File: config.mk
export PLATFORM = sky130hd
export DESIGN_NAME = hazard_ctrl
export DESIGN_NICKNAME = d
export VERILOG_FILES = /design/src/rtl/hazard_ctrl.sv
export SDC_FILE = /design/constraint.sdc
export NUM_CORES = 1
export LEC_CHECK = 0
export BUFFER_PORTS_ARGS = -buffer_cell sky130_fd_sc_hd__buf_2
export CORE_ASPECT_RATIO = 0.6
export CORE_MARGIN = 4
export CORE_UTILIZATION = 28
export DETAILED_ROUTE_END_ITERATION = 12
export GPL_TIMING_DRIVEN = 0
export PLACE_DENSITY = 0.64
export SYNTH_ARGS = -nofsm -noshare
export SYNTH_HDL_FRONTEND = slang
export SYNTH_SLANG_ARGS = --single-unit
File: constraint.sdc
create_clock -name clk -period 2.2 [get_ports clk]
set_input_delay 0.22 -clock clk [delete_from_list [all_inputs] [get_ports clk]]
set_output_delay 0.22 -clock clk [all_outputs]
set_load 0.05 [all_outputs]
File: src/rtl/hazard_ctrl.sv
// Hazard/stall controller for the 5-stage rvpipeline: forwarding, load-use, flush, mem freeze.
// Optional perf counters enabled with `define HAZARD_PERF_CNT_EN.
module hazard_ctrl #(
    parameter int MAX_WAIT = 16,
    parameter int CNT_W    = 8
) (
    input  logic        clk,
    input  logic        reset,
    input  logic [4:0]  Rs1D,
    input  logic [4:0]  Rs2D,
    input  logic [4:0]  Rs1E,
    input  logic [4:0]  Rs2E,
    input  logic [4:0]  RdE,
    input  logic [4:0]  RdM,
    input  logic [4:0]  RdW,
    input  logic        RegWriteM,
    input  logic        RegWriteW,
    input  logic        LoadE,
    input  logic        PCSrcE,
    input  logic        MemAccessM,
    input  logic        MemReadyM,
    output logic [1:0]  ForwardAE,
    output logic [1:0]  ForwardBE,
    output logic        StallF,
    output logic        StallD,
    output logic        StallE,
    output logic        StallM,
    output logic        FlushD,
    output logic        FlushE,
    output logic        FlushW,
    output logic        MemReqM,
    output logic        MemTimeout,
    output logic [31:0] LoadStallCnt,
    output logic [31:0] FlushCnt,
    output logic [31:0] MemWaitCnt
);

    typedef enum logic [1:0] {
        IDLE,
        MEM_WAIT,
        ERROR
    } state_t;

    state_t           state;
    state_t           stateNext;
    logic [CNT_W-1:0] waitCnt;
    logic [CNT_W-1:0] waitCntNext;
    logic             timeoutNext;
    logic             freeze;
    logic             reqRaw;
    logic             lwStall;

    function automatic logic [1:0] fwdSel(
        input logic [4:0] rs,
        input logic       wrM,
        input logic [4:0] rdM,
        input logic       wrW,
        input logic [4:0] rdW
    );
        if (wrM && rdM != 5'd0 && rdM == rs) return 2'b10;
        if (wrW && rdW != 5'd0 && rdW == rs) return 2'b01;
        return 2'b00;
    endfunction

    assign lwStall = LoadE && RdE != 5'd0 && (RdE == Rs1D || RdE == Rs2D);

    always_comb begin
        stateNext   = state;
        waitCntNext = waitCnt;
        timeoutNext = MemTimeout;
        freeze      = 1'b0;
        reqRaw      = 1'b0;
        unique case (state)
            IDLE: begin
                reqRaw = MemAccessM;
                freeze = MemAccessM && !MemReadyM;
                if (MemAccessM && !MemReadyM) begin
                    stateNext   = MEM_WAIT;
                    waitCntNext = CNT_W'(1);
                end
            end
            MEM_WAIT: begin
                reqRaw = 1'b1;
                freeze = !MemReadyM;
                if (MemReadyM) begin
                    stateNext   = IDLE;
                    waitCntNext = '0;
                end else if (waitCnt == CNT_W'(MAX_WAIT)) begin
                    stateNext   = ERROR;
                    timeoutNext = 1'b1;
                end else begin
                    waitCntNext = waitCnt + CNT_W'(1);
                end
            end
            ERROR: begin
                freeze = 1'b1;
            end
            default: begin
                stateNext = IDLE;
            end
        endcase
    end

    always_ff @(posedge clk) begin
        if (reset) begin
            state      <= IDLE;
            waitCnt    <= '0;
            MemTimeout <= 1'b0;
        end else begin
            state      <= stateNext;
            waitCnt    <= waitCntNext;
            MemTimeout <= timeoutNext;
        end
    end

    // Reset masks every control output; forwarding is never gated by freeze.
    always_comb begin
        ForwardAE = 2'b00;
        ForwardBE = 2'b00;
        StallF    = 1'b0;
        StallD    = 1'b0;
        StallE    = 1'b0;
        StallM    = 1'b0;
        FlushD    = 1'b0;
        FlushE    = 1'b0;
        FlushW    = 1'b0;
        MemReqM   = 1'b0;
        if (!reset) begin
            ForwardAE = fwdSel(Rs1E, RegWriteM, RdM, RegWriteW, RdW);
            ForwardBE = fwdSel(Rs2E, RegWriteM, RdM, RegWriteW, RdW);
            MemReqM   = reqRaw;
            if (freeze) begin
                StallF = 1'b1;
                StallD = 1'b1;
                StallE = 1'b1;
                StallM = 1'b1;
                FlushW = 1'b1;
            end else if (PCSrcE) begin
                FlushD = 1'b1;
                FlushE = 1'b1;
            end else if (lwStall) begin
                StallF = 1'b1;
                StallD = 1'b1;
                FlushE = 1'b1;
            end
        end
    end

`ifdef HAZARD_PERF_CNT_EN
    logic [31:0] lsCnt;
    logic [31:0] flCnt;
    logic [31:0] mwCnt;
    logic        lwWin;
    logic        flWin;

    assign lwWin = !freeze && !PCSrcE && lwStall;
    assign flWin = !freeze && PCSrcE;

    always_ff @(posedge clk) begin
        if (reset) begin
            lsCnt <= '0;
            flCnt <= '0;
            mwCnt <= '0;
        end else begin
            if (lwWin) lsCnt <= lsCnt + 32'd1;
            if (flWin) flCnt <= flCnt + 32'd1;
            if (freeze) mwCnt <= mwCnt + 32'd1;
        end
    end

    assign LoadStallCnt = lsCnt;
    assign FlushCnt     = flCnt;
    assign MemWaitCnt   = mwCnt;
`else
    assign LoadStallCnt = 32'd0;
    assign FlushCnt     = 32'd0;
    assign MemWaitCnt   = 32'd0;
`endif

endmodule

==> results.tsv <==
stage	metric	value	unit
critical_path	crit_arrival	1830	ps
cts	clk_transition_reported_paths	50	ps
die	chipHeight	70.4	um
yosys	synthDistinctLibCells	41	
sta	period_share	93.0	%
drt	drt-vias-per-instance	3.67	
placed_design	gp_congestion	0.878	
critical_path	crit_path_start_kind	primary input	
yosys	ys.flop_type	dfxtp_1	
yosys	netlist_instances	236	
cells_and_area	layoutNonFillerInstCount	473	
die	top_level_ports	152	
critical_path	reg2reg_depth	6	
die	chip_width	112	um
hold_path	hp-class	in -> reg	
placed_design	buffers_added_on_ports	54	
power	total_power	1130	uW
critical_path	path_depth	6	
critical_path	crit_path_frequent_cell	buf_2	
critical_path	timing.rr.start	waitCnt[0]	
yosys	postSynth.asyncResetShare	0	%
sta	achievable-frequency	0.489	GHz
cells_and_area	num-nets-final	435	
power	comb_power_share	63.3	%
critical_path	worst_setup_end_kind	output port	
grt	grt_max_degree	11	
power	power.net_switching	596	uW
die	die_area	7880	sq um
die	number_of_placement_rows	22	
placed_design	placedCellCount	469	
drt	detail_route.first_pass.iterations	4	
power	switching_share	52.5	%
cells_and_area	post-route-util	42.7	%
critical_path	crit_end	ForwardBE[0]	
run	maxCapViolCount	0	
yosys	avgSynthCellArea	7.69	sq um
cells_and_area	design_area	2650	sq um
sta	fin_worst_hold_slack	187	ps
critical_path	regToRegEndpoint	waitCnt[7]	
sta	max_slew.worst_pin.slew	586	ps
drt	drt.antenna.violating_nets	0	
critical_path	crit_path_top_delay_cell	or4_1	
cells_and_area	area_growth	45.8	%
drt	detail_route.wirelength	4.79	mm
cells_and_area	drive_above_1_share	44.2	%
grt	total_routing_usage_gr	11.2	%
power	power_density	429	nW/um^2
run_status	outcome	finished clean	
sta	report.final.slew_viol_count	0	
power	power_leakage	0.00146	uW
cts	cts_tree	yes	
cts	cts-hold-fix-buffers	0	
yosys	netlist_area	1820	sq um
critical_path	reg2reg_setup_slack	260	ps
grt	number_of_global_route_vias_before_repair	1615	
drt	wl_per_cell	10.1	um
cts	clock_tree.htree_level_count	1	
critical_path	critPathBufInv	2	
yosys	netlist_top_cells_area	buf_4 41%, dfxtp_1 12%, xor2_1 8.7%	
sta	rsz0062_at_grt	no	
die	core	6190	sq um
placed_design	dp.final_hpwl	4.27	mm
yosys	postSynthRegisterBits	11	
drt	drt_drc_violations_left	0	
sta	layout_min_cycle_time	2050	ps
sta	finalHoldViolations	0	
cts	cts_made_buffers	3	
cells_and_area	insertedDiodeCount	0	
cts	cts_root_buffer	clkbuf_8	
sta	fin_worst_skew	1.55	ps
cts	cts.repair_timing.setup_buffer_count	0	
power	share_clk_of_total_power	18.5	%
critical_path	critical_path.max_stage_delay	560	ps
critical_path	crit_fanout	4	
critical_path	crit_chain	buf_2, or4_1, o21ai_2, nor3_1, nor4_4, buf_2	
grt	grt_pass1_wl	7.51	mm
sta	final-setup-viol-count	0	
cts	cts_buffer_depth	2	
sta	slew-limit-headroom	60.7	%
drt	detail_route.iter0.violations	65	
critical_path	req_time_crit_path	1980	ps
yosys	seq_area_frac_synth	12.1	%
cts	tritoncts_num_sinks	11	
power	p_int	539	uW
critical_path	startpoint	RdM[1]	
cts	clkLatencyLatePin	240	ps
yosys	yosysWarningCount	0	
critical_path	worst-setup-path-type	in -> out	
placed_design	placed_area	2590	sq um
grt	global_route.overflow_total	0	
yosys	cell_taking_the_most_area_after_synthesis	buf_4	
die	floorplan.initialDensity	29.3	%
drt	vias	1735	
power	vdd.ir_drop.worst	0.148	mV
grt	antenna_found_initial	0	
yosys	synth_edf_count	0	
yosys	synth_top_cell_area_share	40.9	%
power	p_seq_share	18.2	%
critical_path	critical_path.top_delay_family	simple AND/OR/NAND/NOR gates	
==> layer usage <==
metal  vias to the layer above  wire length (um)  GRT usage [%]
met5                         -                 0              0
met4                         0                39           2.67
met3                         5               431           2.51
met2                        70              2490           21.0
met1                       752              1830           12.9
li1                        908                 -              -
==> flip-flops by register name (all words and copies together) (netlist names) <==
register    cells
state           2
waitCnt         8
MemTimeout      1
==> cells in the mapped netlist (2+ instances only) <==
cell,count
or3_1,2
o21ai_0,10
a31oi_1,2
or4_1,4
o211ai_1,2
and3_1,2
or3b_2,2
dfxtp_1,11
nand3_1,8
inv_1,7
nor4_1,3
xnor2_1,12
ha_1,2
nor2_1,7
a21oi_1,8
nand3b_1,2
nor3b_1,3
buf_4,99
nor3_1,7
xor2_1,18
nand2_1,5
==> worst reg2reg max path, delay by kind of cell (launching register included) <==
kind                       cells  cell delay [ps]
and+or+nand+nor                3             1000
DFF                            1              340
AOI/OAI and AO/OA              1              250
adders and majority gates      1              190
buffers and inverters          1               80
==> cell families (layout without fill, tap and decap cells) <==
group,count (synthesis),after routing,share of synthesized area [%]
xor gates and xnor gates,30,30,14.5
DFF,11,11,12.1
and+or+nand+nor,52,52,17.7
adders and majority gates,2,2,1.38
buffers and inverters,108,166,43.2
AOI/OAI and AO/OA,32,32,10.9
other,1,96,0.207
==> power by group through the flow <==
stage	combinational, uW	sequential, uW	clock [uW]
after CTS	707	207	214
after global placement	702	210	0
final	718	207	210
after global routing	757	207	229
after floorplan	622	209	0
after detailed placement	706	211	0
==> layout by cell type, fill, tap and decap left out, types with 2 or more instances in the layout <==
master / count
dfxtp_1: 11
conb_1: 96
nand2_1: 5
or4_1: 4
and3_1: 2
nand3b_1: 2
nor4_2: 2
xor2_1: 18
a31oi_1: 2
nor3b_1: 2
clkbuf_8: 3
a21oi_1: 8
or3b_2: 2
inv_1: 7
clkbuf_1: 2
ha_1: 2
o21ai_0: 9
o211ai_1: 2
nor2_1: 7
nor3_1: 6
buf_2: 54
or3_1: 2
xnor2_1: 12
buf_4: 99
nand3_1: 8
==> stage by stage <==
step | setup TNS (ps) | setup WS, ps
2_1_floorplan | -74.5 | -74.5
3_3_place_gp | -81.1 | -81.1
3_5_place_dp | -150 | -150
4_1_cts | 0 | 32.5
5_1_grt | 0 | 40.3
6_report | 0 | 155
==> how the worst min path moves through the flow <==
stage          slack [ps]  cells past startpoint  startpoint    endpoint
6_report              190                      2       reset  waitCnt[7]
3_5_place_dp          440                      2  MemTimeout  MemTimeout
4_1_cts               190                      2       reset  waitCnt[7]
3_3_place_gp          430                      2  MemTimeout  MemTimeout
5_1_grt               200                      2       reset  waitCnt[7]
2_1_floorplan         420                      2       reset  waitCnt[7]
==> cell type report <==
cell class / instances / area (sq um)
fill: 628 / 3550
multi-input combinational: 212 / 1220
sequential: 11 / 220
clock buffer: 4 / 45.0
tap: 84 / 105
inverter: 7 / 26.3
timing repair buffer: 54 / 270
buffer: 101 / 758
==> repair_timing <==
item | 4_1_cts | 5_1_grt
setup endpoints to repair | 1 | 4
resized for setup | 1 | 2
gates cloned | 0 | 0
Power figures use the tool's default switching activity.
